===== config.mk =====
export PLATFORM = sky130hd
export DESIGN_NAME = mips_dmem_arbiter
export DESIGN_NICKNAME = d
export VERILOG_FILES = /design/src/rtl/mips_dmem_arbiter.sv
export SDC_FILE = /design/constraint.sdc
export NUM_CORES = 1
export LEC_CHECK = 0
export ABC_AREA = 0
export BUFFER_PORTS_ARGS = -buffer_cell sky130_fd_sc_hd__buf_2
export CAP_MARGIN = 20
export CORE_AREA = 2 2 147 149
export CTS_CLUSTER_SIZE = 40
export DETAILED_ROUTE_END_ITERATION = 8
export DIE_AREA = 0 0 149 151
export MAX_ROUTING_LAYER = met4
export PLACE_DENSITY = 0.56
export SYNTH_ARGS = -nofsm -noshare
export SYNTH_HDL_FRONTEND = slang
export SYNTH_SLANG_ARGS = --single-unit

===== constraint.sdc =====
create_clock -name clk1 -period 2 [get_ports clk1]
set_clock_uncertainty 0.15 [all_clocks]
set_input_delay 0.3 -clock clk1 [delete_from_list [all_inputs] [get_ports clk1]]
set_output_delay 0.3 -clock clk1 [all_outputs]
set_load 0.005 [all_outputs]

===== src/rtl/mips_dmem_arbiter.sv =====
// Two-port (CPU / DMA) arbiter in front of a single-port data memory.
// CPU has priority; a DMA request denied STARVE_LIMIT cycles in a row is forced through.
module mips_dmem_arbiter #(
  parameter int ADDR_W       = 10,
  parameter int DATA_W       = 64,
  parameter int STARVE_LIMIT = 4
) (
  input  logic              clk1,
  input  logic              rst_n,
  input  logic              cpu_req,
  input  logic              cpu_we,
  input  logic [ADDR_W-1:0] cpu_addr,
  input  logic [DATA_W-1:0] cpu_wdata,
  output logic              cpu_gnt,
  output logic              cpu_stall,
  output logic              cpu_rvalid,
  input  logic              dma_req,
  input  logic              dma_we,
  input  logic [ADDR_W-1:0] dma_addr,
  input  logic [DATA_W-1:0] dma_wdata,
  output logic              dma_gnt,
  output logic              dma_rvalid,
  output logic [DATA_W-1:0] rdata,
  output logic              mem_en,
  output logic              mem_we,
  output logic [ADDR_W-1:0] mem_addr,
  output logic [DATA_W-1:0] mem_wdata,
  input  logic [DATA_W-1:0] mem_rdata,
  output logic [15:0]       conflict_cnt
);

  localparam logic [3:0] LIMIT = 4'(STARVE_LIMIT);

  logic [3:0]        dma_wait_reg, dma_wait_next;
  logic              cpu_rd_reg, dma_rd_reg;
  logic [DATA_W-1:0] rdata_hold_reg;
  logic [15:0]       conflict_cnt_reg, conflict_cnt_next;
  logic              starved;

  assign starved = (dma_wait_reg == LIMIT);

  always_comb begin
    cpu_gnt = 1'b0;
    dma_gnt = 1'b0;
    if (cpu_req && dma_req) begin
      cpu_gnt = ~starved;
      dma_gnt = starved;
    end else begin
      cpu_gnt = cpu_req;
      dma_gnt = dma_req;
    end
  end

  assign cpu_stall = cpu_req & ~cpu_gnt;

  // Memory port follows whichever side won; idle bus is driven to zero.
  always_comb begin
    mem_en    = cpu_gnt | dma_gnt;
    mem_we    = 1'b0;
    mem_addr  = '0;
    mem_wdata = '0;
    if (cpu_gnt) begin
      mem_we    = cpu_we;
      mem_addr  = cpu_addr;
      mem_wdata = cpu_wdata;
    end else if (dma_gnt) begin
      mem_we    = dma_we;
      mem_addr  = dma_addr;
      mem_wdata = dma_wdata;
    end
  end

  always_comb begin
    dma_wait_next = 4'd0;
    if (dma_req && !dma_gnt)
      dma_wait_next = starved ? dma_wait_reg : dma_wait_reg + 4'd1;
  end

  always_comb begin
    conflict_cnt_next = conflict_cnt_reg;
    if (cpu_req && dma_req && (conflict_cnt_reg != 16'hFFFF))
      conflict_cnt_next = conflict_cnt_reg + 16'd1;
  end

  always_ff @(posedge clk1 or negedge rst_n) begin
    if (!rst_n) begin
      dma_wait_reg     <= 4'd0;
      conflict_cnt_reg <= 16'd0;
      cpu_rd_reg       <= 1'b0;
      dma_rd_reg       <= 1'b0;
      rdata_hold_reg   <= '0;
    end else begin
      dma_wait_reg     <= dma_wait_next;
      conflict_cnt_reg <= conflict_cnt_next;
      cpu_rd_reg       <= cpu_gnt & ~cpu_we;
      dma_rd_reg       <= dma_gnt & ~dma_we;
      if (cpu_rd_reg || dma_rd_reg)
        rdata_hold_reg <= mem_rdata;
    end
  end

  // Read data passes straight through in the rvalid cycle, then is held.
  assign rdata        = (cpu_rd_reg | dma_rd_reg) ? mem_rdata : rdata_hold_reg;
  assign cpu_rvalid   = cpu_rd_reg;
  assign dma_rvalid   = dma_rd_reg;
  assign conflict_cnt = conflict_cnt_reg;

endmodule


==> metrics, run 1 <==
Syn Nets=707; DR vias/cell=4.37; synth top area cells=dfrtp_1, mux2_2, nand2_1; DR iter-0 viols=187; die area=0.0225 mm^2; largest net degree at the start of global routing=52; Setup TNS Final=-42.50 ns; layout cells sized above 1=0.713; Max stage delay on crit path=0.38 ns; status=complete, but fails checks; GRT overflow=0; Yosys cell types=30; Leakage=5.12 nW; Die W=149 um; max reg flops=64; hold_ws=0.0624 ns; CP startpoint kind=flip-flop; cell at the root of the clock tree=clkbuf_16; Die Ht=151 um; Slew HR=0.738; Setup WS post-layout=-0.457 ns; Post-Syn Area=0.00450 mm^2; RD Place Congestion=0.902; Synth Register Bits=86; Area Overhead vs Synth=112%; Core Util, Final=0.458; Final Hold Viols=0; fin crit period=2.46 ns; post-route ant nets=0; Worst EP arrival=2.01 ns; sequential fraction of the synthesis area=0.479; Reg clk slew, reported paths=0.07 ns; GRT Overall Usage=0.174; Port Buffers=378; Final Cycle Share=1.23; cell family with most CP delay=buffers and inverters; CTS tree=yes; routed wire length=21800 um; via count=5439; Ys Warns=0; DRC errors left=0; failing checks=setup timing; placed cells=1151; Max Cap Viol=0; post-DP HPWL=14500 um; number of global-route vias before repair=5253; Hold Path Class=input pin to flip-flop; critical path's slowest cell=dfrtp_1; CP Buf/Inv Count=5; RSZ-0062 raised after global routing=yes; initial antenna violation count=4; drt first pass iters=4; num ports=379; Crit. End Element=primary output; Pwr per Cell Area=674 mW/mm^2; Synth Area per Inst=9.25 um^2; Final setup viols=141; Worst VDD drop=0.000384 V; worst skew pair latency=0.34 ns; fin nets=1182; clock sink total=86; DR WL/cell=17.5 um; max-slew violations=0; Starting Density=0.216; first-pass GRT wire length=29300 um; Worst Path Max Fanout=7; critical path cell sequence=inv_1 -> ha_2 -> nand3b_1 -> a21boi_4 -> buf_12 -> buf_16 -> clkbuf_16 -> nand2_2 -> o21ai_2 -> buf_2; WS Path Type=flip-flop to primary output; Non-Filler Instances=1245; FP Rows=53; CTS Buf Count=9; Cells after Synth=486; worst slew pin tran=0.393 ns; CP required=1.55 ns; core area=0.0208 mm^2; largest area contributor in the netlist=dfrtp_1; clk buf depth=2; H-tree Lvls=3; post-synth top area share=0.479; Max Fclk=407 MHz
[cells by family after synthesis]
kind of cell,after synthesis,share of synthesized area
and+or+nand+nor,203,0.193
DFF,86,0.479
AOI/OAI and AO/OA,77,0.0871
muxes,67,0.169
buffers and inverters,35,0.0348
xor gates and xnor gates,15,0.0292
adders and majority gates,3,0.00835
[routing by layer]
metal  up-vias  GRT usage  part of all wire
li1       2607          -                 -
met1      2542      0.210              0.40
met2       264      0.297              0.51
met3        26     0.0373             0.068
met4         0     0.0448             0.017
met5         -          -                 0
[per-stage QoR]
step	power (W)	cell area [um^2]	setup slack, ns
floorplan	0.00280	4500	0.0313
global placement	0.00373	7060	-0.0988
detailed placement	0.00376	7060	-0.126
CTS	0.00624	8800	-0.475
global route	0.00677	9540	-0.560
finish	0.00643	9540	-0.457
[power by group]
group          leakage, nW  total (W)  internal, W  switching, W
combinational         3.94    0.00263      0.00159       0.00104
sequential            1.03    0.00216      0.00202      0.000144
clock                0.141    0.00164     0.000896      0.000742
[Yosys cell counts]
master / n
and4_1: 1
o21ai_0: 76
nor4b_1: 2
buf_2: 14
nand2_1: 157
nor4_1: 2
clkbuf_1: 16
ha_1: 3
dfrtp_1: 86
xnor2_1: 2
nand2_2: 1
nand3_1: 6
xor2_1: 13
buf_6: 1
mux2_4: 1
a21boi_2: 1
and3_1: 2
nor3b_1: 1
nor2b_1: 1
nor4_4: 1
nand4_2: 2
mux2_2: 66
or3_1: 1
nor3_1: 7
nand3b_1: 1
nor2_2: 1
nor2_1: 12
nand4_1: 4
inv_1: 4
and2_1: 1
[path summary, 6_finish.rpt]
kind,from,endpoint,slack (ns),cells after the start
setup / recovery,dma_wait_reg[1]$_DFFE_PN0P_,mem_wdata[45],-0.46,10
hold / removal,mem_rdata[52],rdata_hold_reg[52]$_DFFE_PN0N_,0.06,2
setup reg to reg,cpu_rvalid$_DFF_PN0_,rdata_hold_reg[22]$_DFFE_PN0N_,0.17,7
hold reg to reg,rdata_hold_reg[40]$_DFFE_PN0N_,rdata_hold_reg[40]$_DFFE_PN0N_,0.35,1
max in group asynchronous,rst_n,rdata_hold_reg[22]$_DFFE_PN0N_,0.85,3
min in group asynchronous,rst_n,rdata_hold_reg[33]$_DFFE_PN0N_,0.31,2
[what timing repair did]
| item | CTS | global route |
|---|---|---|
| gates resized for setup | 223 | 170 |
| hold endpoints to repair | 27 | 0 |
| pin swaps | 7 | 43 |
| hold buffers | 3 | 0 |
| cloned | 9 | 11 |
| setup buffers | 46 | 13 |
| setup endpoints to repair | 141 | 142 |
[cells in the final DEF (no fill, tap or decap), drive strengths merged]
| cell type | synthesis | final |
|---|---|---|
| nand4 | 6 | 6 |
| nor4 | 3 | 3 |
| o21ai | 76 | 76 |
| diode | 0 | 4 |
| xnor2 | 2 | 2 |
| nor4b | 2 | 2 |
| clkinv | 0 | 3 |
| clkbuf | 16 | 18 |
| dfrtp | 86 | 86 |
| a21boi | 1 | 1 |
| dlygate4sd3 | 0 | 3 |
| clkinvlp | 0 | 1 |
| nand3 | 6 | 6 |
| buf | 15 | 484 |
| and4 | 1 | 1 |
| nand2 | 158 | 158 |
| ha | 3 | 3 |
| mux2 | 67 | 67 |
| and3 | 2 | 2 |
| nor3 | 7 | 7 |
| inv | 4 | 6 |
| xor2 | 13 | 13 |
| or3 | 1 | 1 |
| nor3b | 1 | 1 |
| and2 | 1 | 1 |
| nor2 | 13 | 13 |
| nand3b | 1 | 1 |
| nor2b | 1 | 1 |
[cell type report]
class                   instances  area (um^2)
repair buffers                495         3830
clock buffers                  10          239
fillers                      1961        11300
diodes                          4         10.0
well taps                     275          344
multi-input cells             365         2890
flip-flops and latches         86         2150
clock inverters                 6         53.8
inverters                       4         15.0
No activity file was read; power rests on OpenSTA's default activity.
==> run 2: changes to the inputs <==
--- a/config.mk
+++ b/config.mk
@@ -8,12 +8,15 @@
 export ABC_AREA = 0
 export BUFFER_PORTS_ARGS = -buffer_cell sky130_fd_sc_hd__buf_2
 export CAP_MARGIN = 20
+export CELL_PAD_IN_SITES_DETAIL_PLACEMENT = 1
+export CELL_PAD_IN_SITES_GLOBAL_PLACEMENT = 1
 export CORE_AREA = 2 2 147 149
 export CTS_CLUSTER_SIZE = 40
 export DETAILED_ROUTE_END_ITERATION = 8
 export DIE_AREA = 0 0 149 151
 export MAX_ROUTING_LAYER = met4
-export PLACE_DENSITY = 0.56
+export PLACE_DENSITY = 0.75
+export RECOVER_POWER = 100
 export SYNTH_ARGS = -nofsm -noshare
 export SYNTH_HDL_FRONTEND = slang
 export SYNTH_SLANG_ARGS = --single-unit
==> metrics, run 2 (synthesis results as in run 1) <==
Slew HR=0.472 (-0.266); max-slew violations=0 (unchanged); Max Fclk=410 MHz (+0.70%); FP Rows=53 (unchanged); worst skew pair latency=0.34 ns (about the same); Sw Ratio=0.298 (-0.00137); DR iter-0 viols=114 (-39%); worst slew pin tran=0.792 ns (+0.398 ns); critical hold path startpoint=dma_we; number of global-route vias before repair=5716 (+8.8%); layout cells sized above 1=0.618 (-0.0953); Power Internal=0.00454 W (+0.94%); area occupied by multi-input gates=0.00253 mm^2 (-12%); DR WL/cell=20.0 um (+14%); R2R Path End=rdata_hold_reg[0]$_DFFE_PN0N_; Die Ht=151 um (unchanged); Crit. End Element=primary output; combinational power share=0.383 (-0.026); met3 Use GR=0.0509 (+0.0136); RSZ-0062 raised after global routing=yes; DR vias/cell=4.46 (+2.1%); DRC errors left=0 (unchanged); CP required=1.55 ns (about the same); max reg flops=64 (unchanged); drt first pass iters=4 (unchanged); hold endpoint=dma_rvalid$_DFF_PN0_; Area Overhead vs Synth=98.8%; largest net degree at the start of global routing=45 (-13%); CTS tree=yes; Die W=149 um (unchanged); GRT overflow=0 (unchanged); GRT Overall Usage=0.198 (+0.0241); Setup WS post-layout=-0.440 ns (+0.0170 ns); CP startpoint kind=flip-flop; fin crit period=2.44 ns (-0.0170 ns); fin nets=1174 (-0.68%); WHS Path Cells=2 (unchanged); Core Util, Final=0.429 (-0.0289); H-tree Lvls=3 (unchanged); Fillers=2448 (+25%); hold_ws=0.0387 ns (-0.0237 ns); initial antenna violation count=2 (-2); CTS Buf Count=9 (unchanged); Starting Density=0.216 (unchanged); Port Buffers=378 (unchanged); Pwr per Cell Area=724 mW/mm^2 (+7.5%); RD Place Congestion=0.807 (-11%); post-route ant nets=0 (unchanged); Worst Path Max Fanout=22 (+15); core area=0.0208 mm^2 (unchanged); clk buf depth=2 (unchanged); num ports=379 (unchanged); most common cell after layout, fill and taps aside=buf_2; cell at the root of the clock tree=clkbuf_16; GRT met2 Usage=0.342 (+0.0459); WS Path Type=flip-flop to primary output; power share of the clock group=0.277 (+0.022); crit path from=dma_wait_reg[1]$_DFFE_PN0P_; Worst EP arrival=1.99 ns (-0.02 ns); r2r startpoint=dma_rvalid$_DFF_PN0_; failing checks=setup timing; Leakage=4.81 nW (-5.9%); post-DP HPWL=16300 um (+12%); Worst VDD drop=0.000315 V (-18%); net switching power=0.00193 W (+0.29%); Worst Reg-to-Reg Cells=7 (unchanged); register area=0.00215 mm^2 (unchanged); die area=0.0225 mm^2 (unchanged); Setup TNS Final=-47.28 ns (-4.78 ns); status=complete, but fails checks; Final Hold Viols=0 (unchanged); Hold Path Class=input pin to flip-flop; via count=5510 (+1.3%); clock sink total=86 (unchanged); routed wire length=24700 um (+13%); Final Cycle Share=1.22 (-0.00851); met1 Use GR=0.228 (+0.0179); Max Cap Viol=0 (unchanged); most frequent cells in the layout=buf_2, nand2_1, dfrtp_1; Reg clk slew, reported paths=0.07 ns (about the same); first-pass GRT wire length=33100 um (+13%); Sequential Power Share=0.340 (+0.004); Final setup viols=141 (unchanged); GRT Max-Usage Layer=met2; Reg2Reg Setup Slack=0.09 ns (-0.08 ns)
run 2: cell count changes in the layout (fill, tap and decap cells not counted), sizes merged, moves of 2 or more:
| cell | change |
|---|---|
| dlygate4sd3 | -2 |
| clkbuf | +5 |
| diode | -2 |
| buf | -10 |
run 2: timing repair:
action	4_1_cts	5_1_grt
pin swaps	1	2
setup buffers	29	28
hold buffers	1	0
endpoints found under the hold margin	28	0
gates cloned	7	7
resized for setup	169	70
endpoints found under the setup margin	142	142
run 2: critical path, stage by stage (launching register included):
cell,delay (ns)
dfrtp_1,0.39
inv_1,0.06
ha_1,0.14
nand3b_1,0.14
a21boi_4,0.18
buf_12,0.14
clkbuf_16,0.15
clkbuf_16,0.17
nand2_1,0.06
o21ai_0,0.06
buf_2,0.13
run 2: cell type report:
type,count,share of cell area
Clock inverter,5,0.00728
Inverter,4,0.00168
Clock buffer,11,0.0283
Multi-Input combinational cell,365,0.283
Timing Repair Buffer,487,0.400
Tap cell,275,0.0385
Antenna cell,2,0.000560
Sequential cell,86,0.241
run 2: per-stage QoR:
stage | setup slack, ns | power, W | cells | instance area, um^2
finish | -0.440 | 0.00647 | 1235 | 8940
global route | -0.527 | 0.00679 | 1235 | 8940
CTS | -0.460 | 0.00625 | 1206 | 8570
detailed placement | -0.124 | 0.00378 | 1153 | 7080
global placement | -0.107 | 0.00371 | 1153 | 7080
floorplan | 0.0313 | 0.00280 | 486 | 4500
run 2: worst max path at each step:
stage,to,cells past startpoint
2_1_floorplan,mem_addr[0],8
3_3_place_gp,mem_wdata[4],8
3_5_place_dp,mem_wdata[4],8
4_1_cts,mem_wdata[60],9
5_1_grt,mem_addr[2],10
6_report,mem_wdata[53],10
run 2: power groups by stage:
stage | sequential, W | combinational, W | clock [W]
after CTS | 0.00217 | 0.00225 | 0.00183
final | 0.00220 | 0.00248 | 0.00179
after global placement | 0.00216 | 0.00155 | 0
after floorplan | 0.00215 | 0.000650 | 0
after global routing | 0.00222 | 0.00264 | 0.00193
after detailed placement | 0.00219 | 0.00159 | 0
run 2: layer usage:
layer	up-vias	part of all wire
met5	-	0
met1	2641	0.40
li1	2571	-
met3	32	0.071
met4	0	0.022
met2	266	0.51
==> run 3: changes to the inputs <==
--- a/config.mk
+++ b/config.mk
@@ -14,9 +14,11 @@
 export CTS_CLUSTER_SIZE = 40
 export DETAILED_ROUTE_END_ITERATION = 8
 export DIE_AREA = 0 0 149 151
+export HOLD_SLACK_MARGIN = 0.05
 export MAX_ROUTING_LAYER = met4
 export PLACE_DENSITY = 0.75
 export RECOVER_POWER = 100
+export SKIP_LAST_GASP = 1
 export SYNTH_ARGS = -nofsm -noshare
 export SYNTH_HDL_FRONTEND = slang
 export SYNTH_SLANG_ARGS = --single-unit
==> metrics, run 3 (synthesis results as in run 1) <==
status=complete, but fails checks; failing checks=setup timing; crit path from=dma_wait_reg[1]$_DFFE_PN0P_; Starting Density=0.216 (unchanged); GRT Overall Usage=0.194 (-0.00450); Worst Reg-to-Reg Cells=7 (unchanged); RSZ-0062 raised after global routing=yes; drt first pass iters=4 (unchanged); die area=0.0225 mm^2 (unchanged); CP startpoint kind=flip-flop; GRT overflow=0 (unchanged); worst skew pair latency=0.34 ns (about the same); RD Place Congestion=0.807 (unchanged); FP Rows=53 (unchanged); Area Overhead vs Synth=100%; Hold Path Class=input pin to flip-flop; clk buf depth=2 (unchanged); initial antenna violation count=2 (unchanged); layout cells sized above 1=0.610 (-0.00764); clock sink total=86 (unchanged); CP Buf/Inv Count=5 (unchanged); post-DP HPWL=16300 um (unchanged); Worst Path Max Fanout=6 (-73%); worst slew pin tran=0.820 ns (+0.0279 ns); DR iter-0 viols=157 (+38%); register area=0.00215 mm^2 (unchanged); Max Cap Viol=0 (unchanged); cell at the root of the clock tree=clkbuf_16; number of global-route vias before repair=5682 (-0.59%); Leakage=4.85 nW (+0.76%); Final setup viols=142 (+0.71%); Fillers=2460 (+0.49%); DRC errors left=0 (unchanged); Crit. End Element=primary output; area occupied by multi-input gates=0.00251 mm^2 (-0.94%); cell depth of the worst setup path=10 (unchanged); most used cell, CP=clkbuf_16; Reg clk slew, reported paths=0.07 ns (about the same); final instance area=0.00900 mm^2 (+0.76%); largest net degree at the start of global routing=45 (unchanged); CP required=1.55 ns (about the same); routed wire length=24900 um (+1.0%); Port Buffers=378 (unchanged); Setup crit end=mem_addr[6]; WHS Path Cells=2 (unchanged); fin crit period=2.46 ns (+0.0189 ns); Die W=149 um (unchanged); first-pass GRT wire length=32400 um (-2.1%); Final Cycle Share=1.23 (+0.00944); CTS tree=yes; r2r startpoint=dma_rvalid$_DFF_PN0_; Pwr per Cell Area=721 mW/mm^2 (-0.43%); critical path's slowest cell=dfrtp_1; fin nets=1186 (+1.0%); worst slack, placed=-0.124 ns (unchanged); via count=5586 (+1.4%); Max stage delay on crit path=0.39 ns (about the same); cell family with most CP delay=buffers and inverters; Final Hold Viols=0 (unchanged); core area=0.0208 mm^2 (unchanged); DR WL/cell=20.0 um (about the same); Setup WS post-layout=-0.459 ns (-0.0189 ns); max-slew violations=0 (unchanged); R2R Path End=rdata_hold_reg[33]$_DFFE_PN0N_; WS Path Type=flip-flop to primary output; post-route ant nets=0 (unchanged); H-tree Lvls=3 (unchanged); most frequent cells in the layout=buf_2, nand2_1, dfrtp_1; Slew HR=0.453 (-0.0186); CTS Buf Count=9 (unchanged); max reg flops=64 (unchanged); Reg2Reg Setup Slack=-0.01 ns (-0.10 ns); hold_ws=0.0708 ns (+0.0321 ns); most common cell after layout, fill and taps aside=buf_2; Placed Area=0.00708 mm^2 (unchanged); Max Fclk=407 MHz (-0.77%); critical path cell sequence=inv_1 -> ha_1 -> nand3b_1 -> a21boi_4 -> buf_12 -> clkbuf_16 -> clkbuf_16 -> nand2_1 -> o21ai_0 -> buf_2; Die Ht=151 um (unchanged); num ports=379 (unchanged); Worst EP arrival=2.01 ns (+0.02 ns); Worst VDD drop=0.000366 V (+16%); DR vias/cell=4.48 (+0.40%)
-- run 3: area by class of cell --
cell class                      instances  area share
Antenna cell                            2    0.000556
Clock buffer                           11      0.0281
Clock inverter                          5     0.00723
Inverter                                4     0.00167
Multi-Input combinational cell        365       0.278
Sequential cell                        86       0.239
Tap cell                              275      0.0382
Timing Repair Buffer                  499       0.407
-- run 3: where the power goes --
| group | internal (W) | switching [W] |
|---|---|---|
| sequential | 0.00202 | 0.000184 |
| combinational | 0.00148 | 0.00101 |
| clock | 0.00105 | 0.000751 |
-- run 3: how the worst min path moves through the flow --
stage	from	slack [ns]	to
floorplan	rst_n	-0.15	conflict_cnt[0]$_DFFE_PN0P_
global placement	rst_n	0.12	conflict_cnt[0]$_DFFE_PN0P_
detailed placement	rst_n	0.13	conflict_cnt[0]$_DFFE_PN0P_
CTS	mem_rdata[54]	0.05	rdata_hold_reg[54]$_DFFE_PN0N_
global route	mem_rdata[35]	0.06	rdata_hold_reg[35]$_DFFE_PN0N_
finish	mem_rdata[1]	0.07	rdata_hold_reg[1]$_DFFE_PN0N_
-- run 3: timing repair --
action	in CTS	in global routing
pin swaps	1	2
endpoints found under the hold margin	33	0
buffers inserted	29	33
cloned	7	9
endpoints found under the setup margin	142	142
hold buffers	6	0
resized for setup	135	82
-- run 3: stage by stage --
step	cells	TNS, ns	util	total power (W)
after global placement	1153	-0.318	0.340	0.00371
after detailed placement	1153	-1.94	0.340	0.00378
after floorplan	486	0	-	0.00280
final	1247	-53.92	0.432	0.00649
after CTS	1211	-46.60	0.408	0.00617
after global routing	1247	-67.69	0.432	0.00680
-- run 3: metal layers --
metal | GRT usage | vias to the layer above | wire length (um)
li1 | - | 2592 | -
met5 | - | - | 0
met3 | 0.0458 | 20 | 1770
met2 | 0.336 | 260 | 12800
met4 | 0.0629 | 0 | 420
met1 | 0.221 | 2714 | 9900
-- run 3: worst register-to-register path: stages, from the launching register on --
cell and delay (ns):
dfrtp_1 0.40, nor2_1 0.33, buf_12 0.17, buf_12 0.14, buf_8 0.14, mux2_4 0.32
buf_4 0.14, buf_4 0.12
